--- config.mk ---
export PLATFORM = sky130hd
export DESIGN_NAME = div16x8_approx_seq
export DESIGN_NICKNAME = d
export VERILOG_FILES = /design/src/rtl/div16x8_approx_seq.sv
export SDC_FILE = /design/constraint.sdc
export NUM_CORES = 1
export LEC_CHECK = 0
export ABC_AREA = 1
export BUFFER_PORTS_ARGS = -buffer_cell sky130_fd_sc_hd__buf_2
export CORE_ASPECT_RATIO = 1.1
export CORE_MARGIN = 8
export CORE_UTILIZATION = 51
export DETAILED_ROUTE_END_ITERATION = 10
export HOLD_SLACK_MARGIN = 0.05
export MAX_ROUTING_LAYER = met4
export PLACE_DENSITY = 0.75
export SLEW_MARGIN = 5
export SYNTH_ARGS = -nofsm -noshare
export SYNTH_HDL_FRONTEND = slang
export SYNTH_SLANG_ARGS = --single-unit
--- constraint.sdc ---
create_clock -name clk -period 2 [get_ports clk]
set_clock_uncertainty 0.2 [all_clocks]
set_input_delay 0.1 -clock clk [delete_from_list [all_inputs] [get_ports clk]]
set_output_delay 0.1 -clock clk [all_outputs]
set_load 0.005 [all_outputs]
--- src/rtl/div16x8_approx_seq.sv ---
// Iterative radix-2 restoring divider, 16-bit dividend by 8-bit divisor, one quotient bit per cycle.
// The low APPROX_LSB quotient bits are not computed, trading accuracy for latency.
module div16x8_approx_seq #(
    parameter int APPROX_LSB = 0
) (
    input  logic        clk,
    input  logic        rst_n,
    input  logic        in_valid,
    output logic        in_ready,
    input  logic [15:0] dividend,
    input  logic [7:0]  divisor,
    output logic        out_valid,
    input  logic        out_ready,
    output logic [15:0] quotient,
    output logic [15:0] remainder,
    output logic        div_by_zero
);

    localparam int          N        = 16 - APPROX_LSB;
    localparam logic [4:0]  N_CNT    = 5'(N);
    localparam logic [15:0] LOW_MASK = 16'((32'd1 << APPROX_LSB) - 32'd1);

    typedef enum logic [1:0] {IDLE, RUN, DONE} state_t;

    state_t      state, state_next;
    logic [4:0]  count;
    logic [7:0]  rem_r;
    logic [15:0] shift_r;
    logic [15:0] q_acc;
    logic [15:0] dividend_r;
    logic [7:0]  divisor_r;

    logic        accept;
    logic [8:0]  trial;
    logic [8:0]  trial_diff;
    logic        trial_ge;
    logic [7:0]  rem_next;
    logic [15:0] q_next;

    // Handshakes: a transfer happens on a rising edge where valid && ready are both high;
    // in_ready is high only in IDLE, out_valid only in DONE, and DONE holds its results until taken.
    assign in_ready  = (state == IDLE);
    assign out_valid = (state == DONE);
    assign accept    = in_valid && in_ready;

    // R stays below the divisor, so the 9-bit trial difference always fits back into 8 bits.
    assign trial      = {rem_r, shift_r[15]};
    assign trial_diff = trial - {1'b0, divisor_r};
    assign trial_ge   = (trial >= {1'b0, divisor_r});
    assign rem_next   = trial_ge ? trial_diff[7:0] : trial[7:0];
    assign q_next     = {q_acc[14:0], trial_ge};

    always_ff @(posedge clk or negedge rst_n) begin
        if (!rst_n) state <= IDLE;
        else        state <= state_next;
    end

    always_comb begin
        state_next = state;
        case (state)
            IDLE: if (accept) state_next = (divisor == 8'd0) ? DONE : RUN;
            RUN:  if (count == 5'd1) state_next = DONE;
            DONE: if (out_ready) state_next = IDLE;
            default: state_next = IDLE;
        endcase
    end

    always_ff @(posedge clk or negedge rst_n) begin
        if (!rst_n) begin
            count       <= 5'd0;
            rem_r       <= 8'd0;
            shift_r     <= 16'd0;
            q_acc       <= 16'd0;
            dividend_r  <= 16'd0;
            divisor_r   <= 8'd0;
            quotient    <= 16'd0;
            remainder   <= 16'd0;
            div_by_zero <= 1'b0;
        end else if (state == IDLE) begin
            if (accept) begin
                dividend_r <= dividend;
                divisor_r  <= divisor;
                if (divisor == 8'd0) begin
                    quotient    <= 16'hFFFF;
                    remainder   <= dividend;
                    div_by_zero <= 1'b1;
                    count       <= 5'd0;
                end else begin
                    rem_r   <= 8'd0;
                    shift_r <= dividend;
                    q_acc   <= 16'd0;
                    count   <= N_CNT;
                end
            end
        end else if (state == RUN) begin
            rem_r   <= rem_next;
            shift_r <= {shift_r[14:0], 1'b0};
            q_acc   <= q_next;
            count   <= count - 5'd1;
            if (count == 5'd1) begin
                // Skipped dividend bits pass straight into the residual below the partial remainder.
                quotient    <= q_next << APPROX_LSB;
                remainder   <= ({8'h00, rem_next} << APPROX_LSB) | (dividend_r & LOW_MASK);
                div_by_zero <= 1'b0;
            end
        end
    end

endmodule

* Word-level counts from Yosys, hierarchy flattened
Cells that the tools add are included.
Widths: inputs -> output; s select.
** Cells by class
- $add $sub $neg :: 2
- Multipliers :: 0
- Divide/modulo/power cells :: 0
- Magnitude comparators :: 1
- Equal/unequal tests :: 8
- Shift operators :: 0
- Mux-type cells :: 37
- Bitwise gates (word level) :: 0
- Reduce and logical (&&, ||, !) cells :: 10
** Operators with widths (number)
- $mux 16 :: 14
- $mux 15 :: 4
- $mux 8 :: 5
- $mux 5 :: 4
- $ge 9x8->1 :: 1
- $logic_not 8->1 :: 1
- $mux 2 :: 4
- $sub 8x8->8 :: 1
- $ne 2x1->1 const B :: 3
- $pmux 2 s3 :: 1
- $reduce_and 3->1 :: 2
- $eq 5x1->1 const B :: 1
- $mux 1 :: 5
- $sub 5x1->5 const B :: 1
- $ne 2x2->1 const B :: 2
- $reduce_and 2->1 :: 2
- $reduce_and 4->1 :: 1
- $reduce_bool 2->1 :: 2
- $eq 2x1->1 const B :: 1
- $eq 2x2->1 const B :: 1
- $logic_not 2->1 :: 1
- $logic_and 1x1->1 :: 1
** Storage, ports and cells
- Register bits :: 87
- Latch bits :: 0
- RAM bits :: 0
- Memory bits (read-only) :: 0
- Bits of input ports :: 28
- Output and inout bits :: 35
- Word-level logic and storage cells :: 67
- Memories kept :: 0

* Longest topological paths before layout
- Depth in word-level cells :: 5
- Gate-level depth with buffers :: 13
- Depth with buffers taken out :: 13

* Worst setup path before layout
OpenSTA, ideal clock, no wires.
- Kind :: reg2reg
- Start point :: reg rem_r[2]
- End point :: reg remainder[0]
- Library setup time :: 0.113 ns
- Data arrival time :: 1.582 ns
- Required time :: 1.687 ns
- Setup slack :: 0.105 ns
- Stages on the path, launching flop included :: 12
- Buffers on the path :: 0
- Clock period less this slack :: 1.895 ns
- Cells stage by stage :: dfrtp_1 > ha_1 > nand2_1 > inv_1 > nand2_1 > nand2_1 > nand2_1 > nand4_1 > nand3_1 > nand3_1 > nand2_1 > inv_1
** Between the ends
- Cells in the longest elaborated chain, start to end :: 5
** Ends and longest elaborated chain
- start, declared :: RTL line 27 : logic [7:0] rem_r;
- start signal, assigned :: RTL line 96 : rem_r <= rem_next;
- $ge 9x8->1 :: RTL line 49 : assign trial_ge = (trial >= {1'b0, divisor_r});
- $mux 8 :: RTL line 50 : assign rem_next = trial_ge ? trial_diff[7:0] : trial[7:0];
- $mux 16 :: RTL line 100 : if (count == 5'd1) begin
- $mux 16 :: RTL line 95 : end else if (state == RUN) begin
- $mux 16 :: RTL line 79 : end else if (state == IDLE) begin
- end signal, assigned :: RTL line 85 : remainder <= dividend;
- end signal, assigned :: RTL line 103 : remainder <= ({8'h00, rem_next} << APPROX_LSB) | (dividend_r & LOW_MASK);
- end, declared :: RTL line 15 : output logic [15:0] remainder,
No other way between the ends. The select of a mux whose other input is x is not followed.
A chain may end at the register's enable or synchronous reset.

* Worst setup path after layout
- Start point :: reg shift_r[15]
- End point :: reg rem_r[0]
** Between the ends
- Cells in the longest elaborated chain, start to end :: 4
- Elaborated cells between the ends (all ways) :: 5
- Those cells by class :: add/sub (1); order compare (1); mux (3)
** Ends and longest elaborated chain
- start, declared :: RTL line 28 : logic [15:0] shift_r;
- start signal, assigned :: RTL line 90 : shift_r <= dividend;
- start signal, assigned :: RTL line 97 : shift_r <= {shift_r[14:0], 1'b0};
- $sub 8x8->8 / $ge 9x8->1 (equally long branches) :: RTL line 48, 49
- $mux 8 * :: RTL line 50
- $mux 8 * :: RTL line 95
- $mux 8 * :: RTL line 79
Mark *: on every way between the ends. The rest lies on a longest branch, timed or not. The select of a mux whose other input is x is not followed.

==> results.toml <==
[synth]
synth_seq_cells = 87
synth_nets = 562
synth.distinct_cells = 31
synthCells = 523
synth_top_area_cell = "dfrtp_1"
avgSynthCellArea_um2 = 8.19
synth_top_area_share_pct = 50.8
yosys-top-cells-area = "dfrtp_1 51%, nand2_1 12%, inv_1 6.4%"
seq_area_frac_synth_pct = 50.8
yosys_most_used_dff = "dfrtp_1"
syn_area_um2 = 4290
synth_edf_count = 0
ys_warn_count = 0
synthArstFlopShare_pct = 100

[timing]
slew_violations = 0
finalSetupViolations = 7
min_period_over_period_pct = 101
final.min_clock_period_ns = 2.02
fmax_ghz = 0.495
worst-slew-pin-transition_ns = 0.383
setup_slack_ns = -0.0198
grt_setup_unrepaired = "true"
finalHoldViolations = 0
max-slew-margin-rel_pct = 74.5

[critical_path]
critPathLaunchType = "flop"
regToRegSetupSlack_ns = -0.02
r2r_start = "shift_r[15]$_DFFE_PN0P_"
reg2reg_depth = 11
setup.worst_path.end_class = "flop"
critPathArrivalTime_ns = 2.12
cp_max_fo = 5
required_ns = 2.10
crit_type = "flop to flop"
rr_endpoint = "rem_r[0]$_DFFE_PN0P_"

[detailed_routing]
ant_nets = 0
drt_pass1_iterations = 5
drt_iter0_markers = 254
drcViolationCount = 0
viasPerCell = 5.17
wl_um = 11300
wl_per_cell_um = 14.9
vias = 3921

[floorplan]
core_area_um2 = 8280
die_h_um = 112
fp.dieW_um = 103
ios = 63
initial_core_util_pct = 51.8
row_count = 35
die_area_um2 = 11600

[grt]
grt_pass1_wl_um = 18000
overflow = 0
grt_max_degree = 50
antenna_found_initial = 0
grt_pass1_vias = 3812
grt_use_total_pct = 20.0

[finish]
fillerInstances = 624
fin_util_pct = 69.7
fin_area_um2 = 5770
area_delta_synth_final_pct = 34.7
drive_gt1_share_pct = 29.5
nNetsFinal = 682
antenna_cells = 0

[clock_tree]
clockBufferDepth = 2
clk_latency_ns = 0.36
path_clk_slew_ns = 0.10
clock-sinks = 87
htreeDepth = 3
cts_tree = "done"
cts_buffers = 9
cts-root-buf = "clkbuf_8"

[power]
p_leak_uw = 0.00290
power_density_nw_per_um2 = 1770
peakVddDrop_mv = 0.790

[place]
port_buffers = 62
gp_congestion = 0.927
hpwlAfterDp_um = 7390
place_ws_ns = -0.192
placed_area_um2 = 4890

[run_status]
failed_checks = "negative setup slack"
status = "finished, violations left"

[job]
max_cap_viol_count = 0

[worst_hold_path]
hold_class = "input port to asynchronous set/reset pin"
## cell usage after synthesis, types with 2 or more instances
master      n
nand2_2     3
buf_2       6
o22ai_1    16
buf_6       4
inv_1      73
o21ai_0    42
nand2_1   138
a31oi_2     2
nor2_1     39
inv_2       6
or2_1       7
clkbuf_1    8
xor2_1      2
nand4_1    11
nand3_1    28
nor2_2      2
ha_1       10
or2_2       2
xnor2_1     2
dfrtp_1    87
a21oi_1    11
a31oi_1    15
## logic make-up after synthesis
kind of cell | Yosys count | share of synthesized area, %
xor gates and xnor gates | 4 | 0.818
DFF | 87 | 50.8
and+or+nand+nor | 233 | 23.3
adders and majority gates | 11 | 3.39
buffers and inverters | 100 | 9.78
muxes | 1 | 0.263
AOI/OAI and AO/OA | 87 | 11.7
## what timing repair did
action | in CTS | in global routing
hold endpoints to repair | 132 | 0
buffers inserted | 2 | 7
resized for setup | 9 | 63
pin swaps | 2 | 30
hold buffers | 28 | 0
endpoints found under the setup margin | 18 | 45
gates cloned | 0 | 1
## layer usage
layer | global-route usage, % | wire, µm
met1 | 25.4 | 4880
met5 | - | 0
met3 | 4.21 | 635
met4 | 6.57 | 242
met2 | 30.9 | 5570
## stage by stage
step	cells	TNS, ns	hold slack [ns]	power [µW]
2_1_floorplan	523	0	-0.396	6190
3_3_place_gp	705	-2.95	-0.162	7610
3_5_place_dp	705	-2.71	-0.157	7810
4_1_cts	751	0	0.0733	9270
5_1_grt	759	-1.12	0.0863	11100
6_report	759	-0.0741	0.0739	10200
## cell usage in the layout, fill, tap and decap left out, types with 2 or more instances in the layout
| cell type | count |
|---|---|
| nor2_4 | 4 |
| o21ai_0 | 42 |
| or2_1 | 7 |
| nor2_2 | 3 |
| or2_2 | 2 |
| ha_4 | 7 |
| nand2_2 | 13 |
| a21oi_1 | 10 |
| a31oi_1 | 15 |
| nand3_4 | 5 |
| buf_6 | 4 |
| nand4_1 | 11 |
| xnor2_1 | 2 |
| nand2_4 | 2 |
| nor2_1 | 35 |
| ha_1 | 2 |
| dfrtp_1 | 86 |
| inv_1 | 65 |
| nand3_1 | 10 |
| nand3_2 | 13 |
| clkbuf_8 | 9 |
| buf_4 | 32 |
| buf_12 | 5 |
| dlygate4sd3_1 | 27 |
| a31oi_2 | 2 |
| xor2_1 | 2 |
| nand2_1 | 126 |
| o22ai_1 | 16 |
| buf_2 | 61 |
| inv_8 | 3 |
| clkinv_4 | 2 |
| inv_2 | 13 |
| clkinv_8 | 2 |
## where the power goes
group / total (µW) / switching, µW / internal, µW / leakage (µW)
Sequential: 2890 / 379 / 2510 / 0.00109
Clock: 1220 / 723 / 494 / 0.0000990
Combinational: 6120 / 3590 / 2530 / 0.00172
Total: 10200 / 4700 / 5530 / 0.00290
## worst max-delay path, cell delays in order (launching register included)
cell and delay [ns]:
dfrtp_1 0.38, inv_2 0.05, ha_2 0.32, nand2_1 0.08, nor2_1 0.16, nand3_2 0.13, nand4_1 0.17, buf_6 0.19
nand3_4 0.08, nand2_1 0.07, nand2_1 0.06, nand2_1 0.08
## state kept, by name, summed over array words and instances, names as in the netlist
| name | cells |
|---|---|
| quotient | 16 |
| remainder | 16 |
| shift_r | 16 |
| q_acc | 15 |
| divisor_r | 8 |
| rem_r | 8 |
| count | 5 |
| state | 2 |
| div_by_zero | 1 |
## how the worst max path moves through the flow
stage	startpoint	to	slack, ns	cells past startpoint
5_1_grt	shift_r[15]$_DFFE_PN0P_	rem_r[1]$_DFFE_PN0P_	-0.13	11
2_1_floorplan	rem_r[2]$_DFFE_PN0P_	remainder[0]$_DFFE_PN0P_	0.10	11
3_5_place_dp	rem_r[3]$_DFFE_PN0P_	rem_r[6]$_DFFE_PN0P_	-0.19	10
6_report	shift_r[15]$_DFFE_PN0P_	rem_r[0]$_DFFE_PN0P_	-0.02	11
3_3_place_gp	rem_r[3]$_DFFE_PN0P_	remainder[2]$_DFFE_PN0P_	-0.20	11
4_1_cts	rem_r[3]$_DFFE_PN0P_	remainder[0]$_DFFE_PN0P_	0.01	11
## final cells by class
cell class | instances | area [µm²] | share of cell area, %
sequential | 87 | 2180 | 37.7
multi-input combinational | 336 | 1980 | 34.3
inverter | 80 | 310 | 5.38
clock inverter | 7 | 80.1 | 1.39
tap | 111 | 139 | 2.41
clock buffer | 9 | 124 | 2.15
timing repair buffer | 129 | 961 | 16.7
Power figures use the tool's default switching activity.
